**src/rtl/rf_exec_ctrl_if.sv**
```systemverilog
// Bundle of command, register-file and status signals around rf_exec_ctrl.
// The slave modport is the controller's view; master is the environment's view.
interface rf_exec_ctrl_if #(
  parameter int unsigned BW_DATA = 32,
  parameter int unsigned BW_ADDR = 5
) ();
  logic               cmd_valid;
  logic               cmd_ready;
  logic [1:0]         cmd_op;
  logic [BW_ADDR-1:0] cmd_rs0;
  logic [BW_ADDR-1:0] cmd_rs1;
  logic [BW_ADDR-1:0] cmd_rd;
  logic [BW_ADDR-1:0] rf_rd_addr0;
  logic [BW_ADDR-1:0] rf_rd_addr1;
  logic [BW_DATA-1:0] rf_rd_data0;
  logic [BW_DATA-1:0] rf_rd_data1;
  logic               rf_wr_en;
  logic [BW_ADDR-1:0] rf_wr_addr;
  logic [BW_DATA-1:0] rf_wr_data;
  logic               init_done;
  logic               res_valid;
  logic [BW_DATA-1:0] res_data;

  modport master (
    output cmd_valid, cmd_op, cmd_rs0, cmd_rs1, cmd_rd, rf_rd_data0, rf_rd_data1,
    input  cmd_ready, rf_rd_addr0, rf_rd_addr1, rf_wr_en, rf_wr_addr, rf_wr_data,
           init_done, res_valid, res_data
  );

  modport slave (
    input  cmd_valid, cmd_op, cmd_rs0, cmd_rs1, cmd_rd, rf_rd_data0, rf_rd_data1,
    output cmd_ready, rf_rd_addr0, rf_rd_addr1, rf_wr_en, rf_wr_addr, rf_wr_data,
           init_done, res_valid, res_data
  );
endinterface

```
**src/rtl/rf_exec_ctrl.sv**
```systemverilog
// Execution controller in front of a 2R/1W register file: clears it after reset,
// then executes ALU commands with a one-cycle write-back and result forwarding.
module rf_exec_ctrl #(
  parameter int unsigned BW_DATA = 32,
  parameter int unsigned BW_ADDR = 5,
  parameter bit          R0_ZERO = 1'b1
) (
  input logic           i_clk,
  input logic           i_rstn,
  rf_exec_ctrl_if.slave bus
);

  typedef enum logic [1:0] {StIdle, StInit, StRun} state_e;

  localparam logic [BW_ADDR-1:0] CntLast = '1;

  state_e             state_q;
  logic [BW_ADDR-1:0] cnt_q;
  logic               ready_q;
  logic               done_q;
  logic               wb_valid_q;
  logic               res_valid_q;
  logic [BW_ADDR-1:0] wb_addr_q;
  logic [BW_DATA-1:0] wb_data_q;

  logic               accept;
  logic               rd_is_zero;
  logic [BW_DATA-1:0] op_a;
  logic [BW_DATA-1:0] op_b;
  logic [BW_DATA-1:0] result;

  // ready_q is only ever set on entry to StRun, so it doubles as the run qualifier.
  always_comb begin
    accept     = bus.cmd_valid && ready_q;
    rd_is_zero = R0_ZERO && (bus.cmd_rd == '0);
    op_a       = (wb_valid_q && (wb_addr_q == bus.cmd_rs0)) ? wb_data_q : bus.rf_rd_data0;
    op_b       = (wb_valid_q && (wb_addr_q == bus.cmd_rs1)) ? wb_data_q : bus.rf_rd_data1;
    result     = '0;
    unique case (bus.cmd_op)
      2'b00:   result = op_a + op_b;
      2'b01:   result = op_a - op_b;
      2'b10:   result = op_a & op_b;
      2'b11:   result = op_a ^ op_b;
      default: result = '0;
    endcase
  end

  always_ff @(posedge i_clk or negedge i_rstn) begin
    if (!i_rstn) begin
      state_q     <= StIdle;
      cnt_q       <= '0;
      ready_q     <= 1'b0;
      done_q      <= 1'b0;
      wb_valid_q  <= 1'b0;
      res_valid_q <= 1'b0;
      wb_addr_q   <= '0;
      wb_data_q   <= '0;
    end else begin
      unique case (state_q)
        StIdle: begin
          state_q <= StInit;
          cnt_q   <= '0;
        end
        StInit: begin
          cnt_q <= cnt_q + 1'b1;
          if (cnt_q == CntLast) begin
            state_q <= StRun;
            ready_q <= 1'b1;
            done_q  <= 1'b1;
          end
        end
        StRun:   state_q <= StRun;
        default: state_q <= StIdle;
      endcase

      // Writes to r0 still report a result but neither write nor forward.
      wb_valid_q  <= accept && !rd_is_zero;
      res_valid_q <= accept;
      if (accept) begin
        wb_addr_q <= bus.cmd_rd;
        wb_data_q <= result;
      end
    end
  end

  always_comb begin
    bus.cmd_ready   = ready_q;
    bus.init_done   = done_q;
    bus.rf_rd_addr0 = (state_q == StRun) ? bus.cmd_rs0 : '0;
    bus.rf_rd_addr1 = (state_q == StRun) ? bus.cmd_rs1 : '0;
    bus.rf_wr_en    = (state_q == StInit) || wb_valid_q;
    bus.rf_wr_addr  = (state_q == StInit) ? cnt_q : wb_addr_q;
    bus.rf_wr_data  = (state_q == StInit) ? '0 : wb_data_q;
    bus.res_valid   = res_valid_q;
    bus.res_data    = wb_data_q;
  end

endmodule

```
**src/flat_wrapper.sv**
```systemverilog
// flat-port wrapper written by rule: the top's interface ports become plain ports
module rf_exec_ctrl_flat 
#(
  parameter int unsigned BW_DATA = 32,
  parameter int unsigned BW_ADDR = 5,
  parameter bit          R0_ZERO = 1'b1
)
  (i_clk, i_rstn, bus_cmd_valid, bus_cmd_op, bus_cmd_rs0, bus_cmd_rs1, bus_cmd_rd, bus_rf_rd_data0, bus_rf_rd_data1, bus_cmd_ready, bus_rf_rd_addr0, bus_rf_rd_addr1, bus_rf_wr_en, bus_rf_wr_addr, bus_rf_wr_data, bus_init_done, bus_res_valid, bus_res_data);
  rf_exec_ctrl_if #(.BW_DATA(BW_DATA), .BW_ADDR(BW_ADDR)) bus_i ();
  input logic i_clk;
  input logic i_rstn;
  input wire logic [$bits(bus_i.cmd_valid)-1:0] bus_cmd_valid;
  input wire logic [$bits(bus_i.cmd_op)-1:0] bus_cmd_op;
  input wire logic [$bits(bus_i.cmd_rs0)-1:0] bus_cmd_rs0;
  input wire logic [$bits(bus_i.cmd_rs1)-1:0] bus_cmd_rs1;
  input wire logic [$bits(bus_i.cmd_rd)-1:0] bus_cmd_rd;
  input wire logic [$bits(bus_i.rf_rd_data0)-1:0] bus_rf_rd_data0;
  input wire logic [$bits(bus_i.rf_rd_data1)-1:0] bus_rf_rd_data1;
  output wire logic [$bits(bus_i.cmd_ready)-1:0] bus_cmd_ready;
  output wire logic [$bits(bus_i.rf_rd_addr0)-1:0] bus_rf_rd_addr0;
  output wire logic [$bits(bus_i.rf_rd_addr1)-1:0] bus_rf_rd_addr1;
  output wire logic [$bits(bus_i.rf_wr_en)-1:0] bus_rf_wr_en;
  output wire logic [$bits(bus_i.rf_wr_addr)-1:0] bus_rf_wr_addr;
  output wire logic [$bits(bus_i.rf_wr_data)-1:0] bus_rf_wr_data;
  output wire logic [$bits(bus_i.init_done)-1:0] bus_init_done;
  output wire logic [$bits(bus_i.res_valid)-1:0] bus_res_valid;
  output wire logic [$bits(bus_i.res_data)-1:0] bus_res_data;
  assign bus_i.cmd_valid = bus_cmd_valid;
  assign bus_i.cmd_op = bus_cmd_op;
  assign bus_i.cmd_rs0 = bus_cmd_rs0;
  assign bus_i.cmd_rs1 = bus_cmd_rs1;
  assign bus_i.cmd_rd = bus_cmd_rd;
  assign bus_i.rf_rd_data0 = bus_rf_rd_data0;
  assign bus_i.rf_rd_data1 = bus_rf_rd_data1;
  assign bus_cmd_ready = bus_i.cmd_ready;
  assign bus_rf_rd_addr0 = bus_i.rf_rd_addr0;
  assign bus_rf_rd_addr1 = bus_i.rf_rd_addr1;
  assign bus_rf_wr_en = bus_i.rf_wr_en;
  assign bus_rf_wr_addr = bus_i.rf_wr_addr;
  assign bus_rf_wr_data = bus_i.rf_wr_data;
  assign bus_init_done = bus_i.init_done;
  assign bus_res_valid = bus_i.res_valid;
  assign bus_res_data = bus_i.res_data;
  rf_exec_ctrl #(.BW_DATA(BW_DATA), .BW_ADDR(BW_ADDR), .R0_ZERO(R0_ZERO)) u_core (.i_clk(i_clk), .i_rstn(i_rstn), .bus(bus_i));
endmodule
```
**config.mk**
```make
export PLATFORM = sky130hd
export DESIGN_NAME = rf_exec_ctrl_flat
export DESIGN_NICKNAME = d
export VERILOG_FILES = /design/src/rtl/rf_exec_ctrl_if.sv /design/src/rtl/rf_exec_ctrl.sv /design/src/flat_wrapper.sv
export SDC_FILE = /design/constraint.sdc
export NUM_CORES = 1
export LEC_CHECK = 0
export ABC_AREA = 1
export CAP_MARGIN = 20
export CORE_ASPECT_RATIO = 0.75
export CORE_MARGIN = 5
export CORE_UTILIZATION = 30
export CTS_BUF_LIST = sky130_fd_sc_hd__clkbuf_8
export DETAILED_ROUTE_END_ITERATION = 16
export GPL_TIMING_DRIVEN = 0
export REMOVE_ABC_BUFFERS = 1
export SETUP_SLACK_MARGIN = 0.4
export SYNTH_ARGS = -nofsm -noshare
export SYNTH_HDL_FRONTEND = slang
export SYNTH_SLANG_ARGS = --single-unit
```
**constraint.sdc**
```tcl
create_clock -name i_clk -period 3.82 [get_ports i_clk]
set_clock_uncertainty 0.15 [all_clocks]
set_input_delay 0.382 -clock i_clk [delete_from_list [all_inputs] [get_ports i_clk]]
set_output_delay 0.382 -clock i_clk [all_outputs]
set_load 0.03 [all_outputs]
```
==> impl_metrics.tcl <==
set metrics [dict create \
    fp-row-count 47 \
    max_freq_ghz 0.231 \
    powerDensity_nw_per_um2 313 \
    finalCriticalPeriod_ns 4.33 \
    whs_ns 0.401 \
    via_per_inst 5.06 \
    vdd_ir_drop_max_mv 0.149 \
    final.period_utilization_pct 113 \
    cts_sinks 47 \
    setup_tns_ns -6.34 \
    syn_avg_cell_area_um2 6.32 \
    crit_family "simple AND/OR/NAND/NOR gates" \
    synth_flop_cell "dfrtp_1" \
    pin_count 167 \
    n_fill_cell 2235 \
    end_kind "flip-flop" \
    async_reset_ff_share_pct 100 \
    met2_wirelength_mm 11.6 \
    final_antenna_net_count 0 \
    p_leak_nw 4.78 \
    grt_max_degree 44 \
    total_power_mw 3.31 \
    required_ns 3.94 \
    synth_cell_types 57 \
    drtIter0Drc 637 \
    cts.htree.levels 2 \
    die_h_um 140 \
    top_layer "met4" \
    first_global_vias 7877 \
    outcome "finished, violations left" \
    pre_cts_ws_ns -2.34 \
    crit_type "flip-flop to flip-flop" \
    violations "negative setup slack" \
    slew_violations 0 \
    setup_viol 20 \
    finalHoldViolCount 0 \
    crit_buf_inv 4 \
    fin_util_pct 47.9 \
    arrival_ns 4.45 \
    synth_warnings 0 \
    clock_latency_ns 0.34 \
    dp_hpwl_mm 19.9 \
    gp_congestion 0.922 \
    final_nets 1448 \
    clkTransAtPathRegs_ns 0.12 \
    drive_gt1_share_pct 28.0 \
    dieArea_um2 25700 \
    synthCells 1071 \
    clock_path_buffers 2 \
    cts-root-buf "clkbuf_8" \
    grt_first_pass_wirelength_mm 44.0 \
    synth_area_um2 6770 \
    vias 8035 \
    hp-class "flip-flop to flip-flop" \
    max_stage_delay_ns 0.44 \
    routedWlPerCell_um 17.9 \
    ys_seq_elements 47 \
    tightest_slew_ns 0.958 \
    start_kind "flip-flop" \
    cts_tree "done" \
    core_area_um2 22100 \
    finalWirelength_mm 28.5 \
    layout_setup_ws_ns -0.514 \
    drv_cap 0 \
    grt-ovfl-total 0 \
    start_util_pct 30.6 \
    antenna_found_initial 0 \
    synth_edf_count 0 \
    slew_headroom_pct 36.0 \
    rsz0062_at_grt "yes" \
    wl_met3_mm 2.05 \
    ys_seq_area_share_pct 17.4 \
    route.detailed.drc 0 \
    crit_fanout 7 \
    drt-met1-wl_mm 14.3 \
    area_growth_syn_to_layout_pct 56.6 \
    stdcell_count 1589 \
    final_cell_area_um2 10600 \
    slowest_stage "dfrtp_2" \
    crit_top_cell "nor2_2" \
    grt_usage_pct 21.3 \
    first_pass_iters 5 \
    dp_cells 1497 \
    cts_buffers 5 \
    n_antenna_cell 0 \
    die_w_um 183 \
    io_buffers 166 \
    dpl_cell_area_um2 8760 \
]
routing by layer:
layer,vias up,GRT usage [%]
met3,23,4.28
met1,3736,32.8
met5,-,0
li1,4014,-
met4,0,4.78
met2,262,30.2
cells by family after synthesis:
group | synth area share, %
and+or+nand+nor | 34.9
adders and majority gates | 13.0
AOI/OAI and AO/OA | 20.3
xor gates and xnor gates | 3.75
DFF | 17.4
buffers and inverters | 10.5
muxes | 0.148
repair_timing:
item                                   CTS  global route
resized for setup                      149           125
cloned                                   5             0
pin swaps                               42            64
setup endpoints to repair               31            29
buffers inserted                        50            28
endpoints found under the hold margin   23             0
hold buffers                             1             0
synthesized netlist by cell type, types with 5 or more instances:
cell,number,share of area [%]
nand2_1,251,14
inv_1,126,7.0
nor2_1,113,6.3
o21ai_0,82,6.1
ha_1,69,13
nand3_1,64,4.7
a21oi_1,57,4.2
dfrtp_1,47,17
clkbuf_1,27,1.5
nand2_2,26,2.4
xor2_1,21,2.7
a221oi_1,17,2.2
or2_2,15,1.4
nand4_1,14,1.3
a22oi_1,11,1.2
a41oi_1,11,1.4
nor2_2,11,1.0
inv_2,9,0.50
a31oi_1,8,0.74
nor3_1,8,0.59
xnor2_1,8,1.0
nand2_4,7,1.2
o21ai_2,7,0.91
a21o_1,5,0.55
o21ai_1,5,0.37
final cells by class:
cell class / instances / area, um2 / share of cell area, %
timing repair buffer: 251 / 2480 / 23.4
multi-input combinational: 851 / 5930 / 56.0
inverter: 137 / 522 / 4.92
tap: 294 / 368 / 3.47
sequential: 47 / 1180 / 11.1
timing repair inverter: 1 / 5.00 / 0.0472
clock inverter: 3 / 47.5 / 0.449
clock buffer: 5 / 68.8 / 0.649
where the power goes:
group	internal [mW]	total, mW	switching, mW
logic	0.921	2.25	1.33
registers	0.566	0.638	0.0716
clock network	0.199	0.425	0.225
total	1.69	3.31	1.63
placed cells by master (no fill, tap or decap), types with 6 or more instances in the layout:
cell type,synthesis,final
nand3_1,64,60
a221oi_1,17,16
xor2_2,0,6
a21oi_2,1,25
nor2_2,11,22
a22oi_1,11,8
inv_1,126,115
nand3_4,1,6
nand2_4,7,14
buf_12,0,8
buf_4,3,66
nand4_1,14,14
inv_2,9,18
buf_6,2,7
nand2_2,26,61
a41oi_2,0,7
a21oi_4,0,7
or2_2,15,14
o21ai_1,5,19
nand2_1,251,209
xnor2_1,8,6
o21ai_0,82,53
nor2_1,113,86
dfrtp_1,47,46
nor2_4,4,21
ha_4,0,9
o21ai_2,7,17
xor2_1,21,15
clkdlybuf4s50_1,0,159
ha_1,69,55
a21oi_1,57,26
worst register-to-register path: cells and delay by family (launching register included):
| family | cells | cell delay [ns] |
|---|---|---|
| compound gates | 7 | 1.02 |
| xor+xnor | 1 | 0.24 |
| fa+ha+maj | 1 | 0.38 |
| buf+inv | 4 | 0.46 |
| flops | 1 | 0.44 |
| simple gates | 14 | 1.58 |
sequential cells by signal, summed over array words and instances, names as in the netlist:
register	count
u_core.bus.res_data	32
u_core.cnt_q	5
u_core.wb_addr_q	5
u_core.state_q	2
u_core.bus.cmd_ready	1
u_core.bus.res_valid	1
u_core.wb_valid_q	1
final timing paths:
path	from	to	slack, ns	cells past startpoint
worst max-delay path	u_core.wb_addr_q[3]	u_core.bus.res_data[31]	-0.51	27
worst min-delay path	u_core.wb_addr_q[2]	u_core.wb_addr_q[2]	0.40	2
worst max register to register	u_core.wb_addr_q[3]	u_core.bus.res_data[31]	-0.51	27
worst min register to register	u_core.wb_addr_q[2]	u_core.wb_addr_q[2]	0.40	2
max in group asynchronous	i_rstn	u_core.wb_addr_q[3]	2.48	3
min in group asynchronous	i_rstn	u_core.bus.res_data[29]	0.45	2
(Power assumes the default switching activity.)
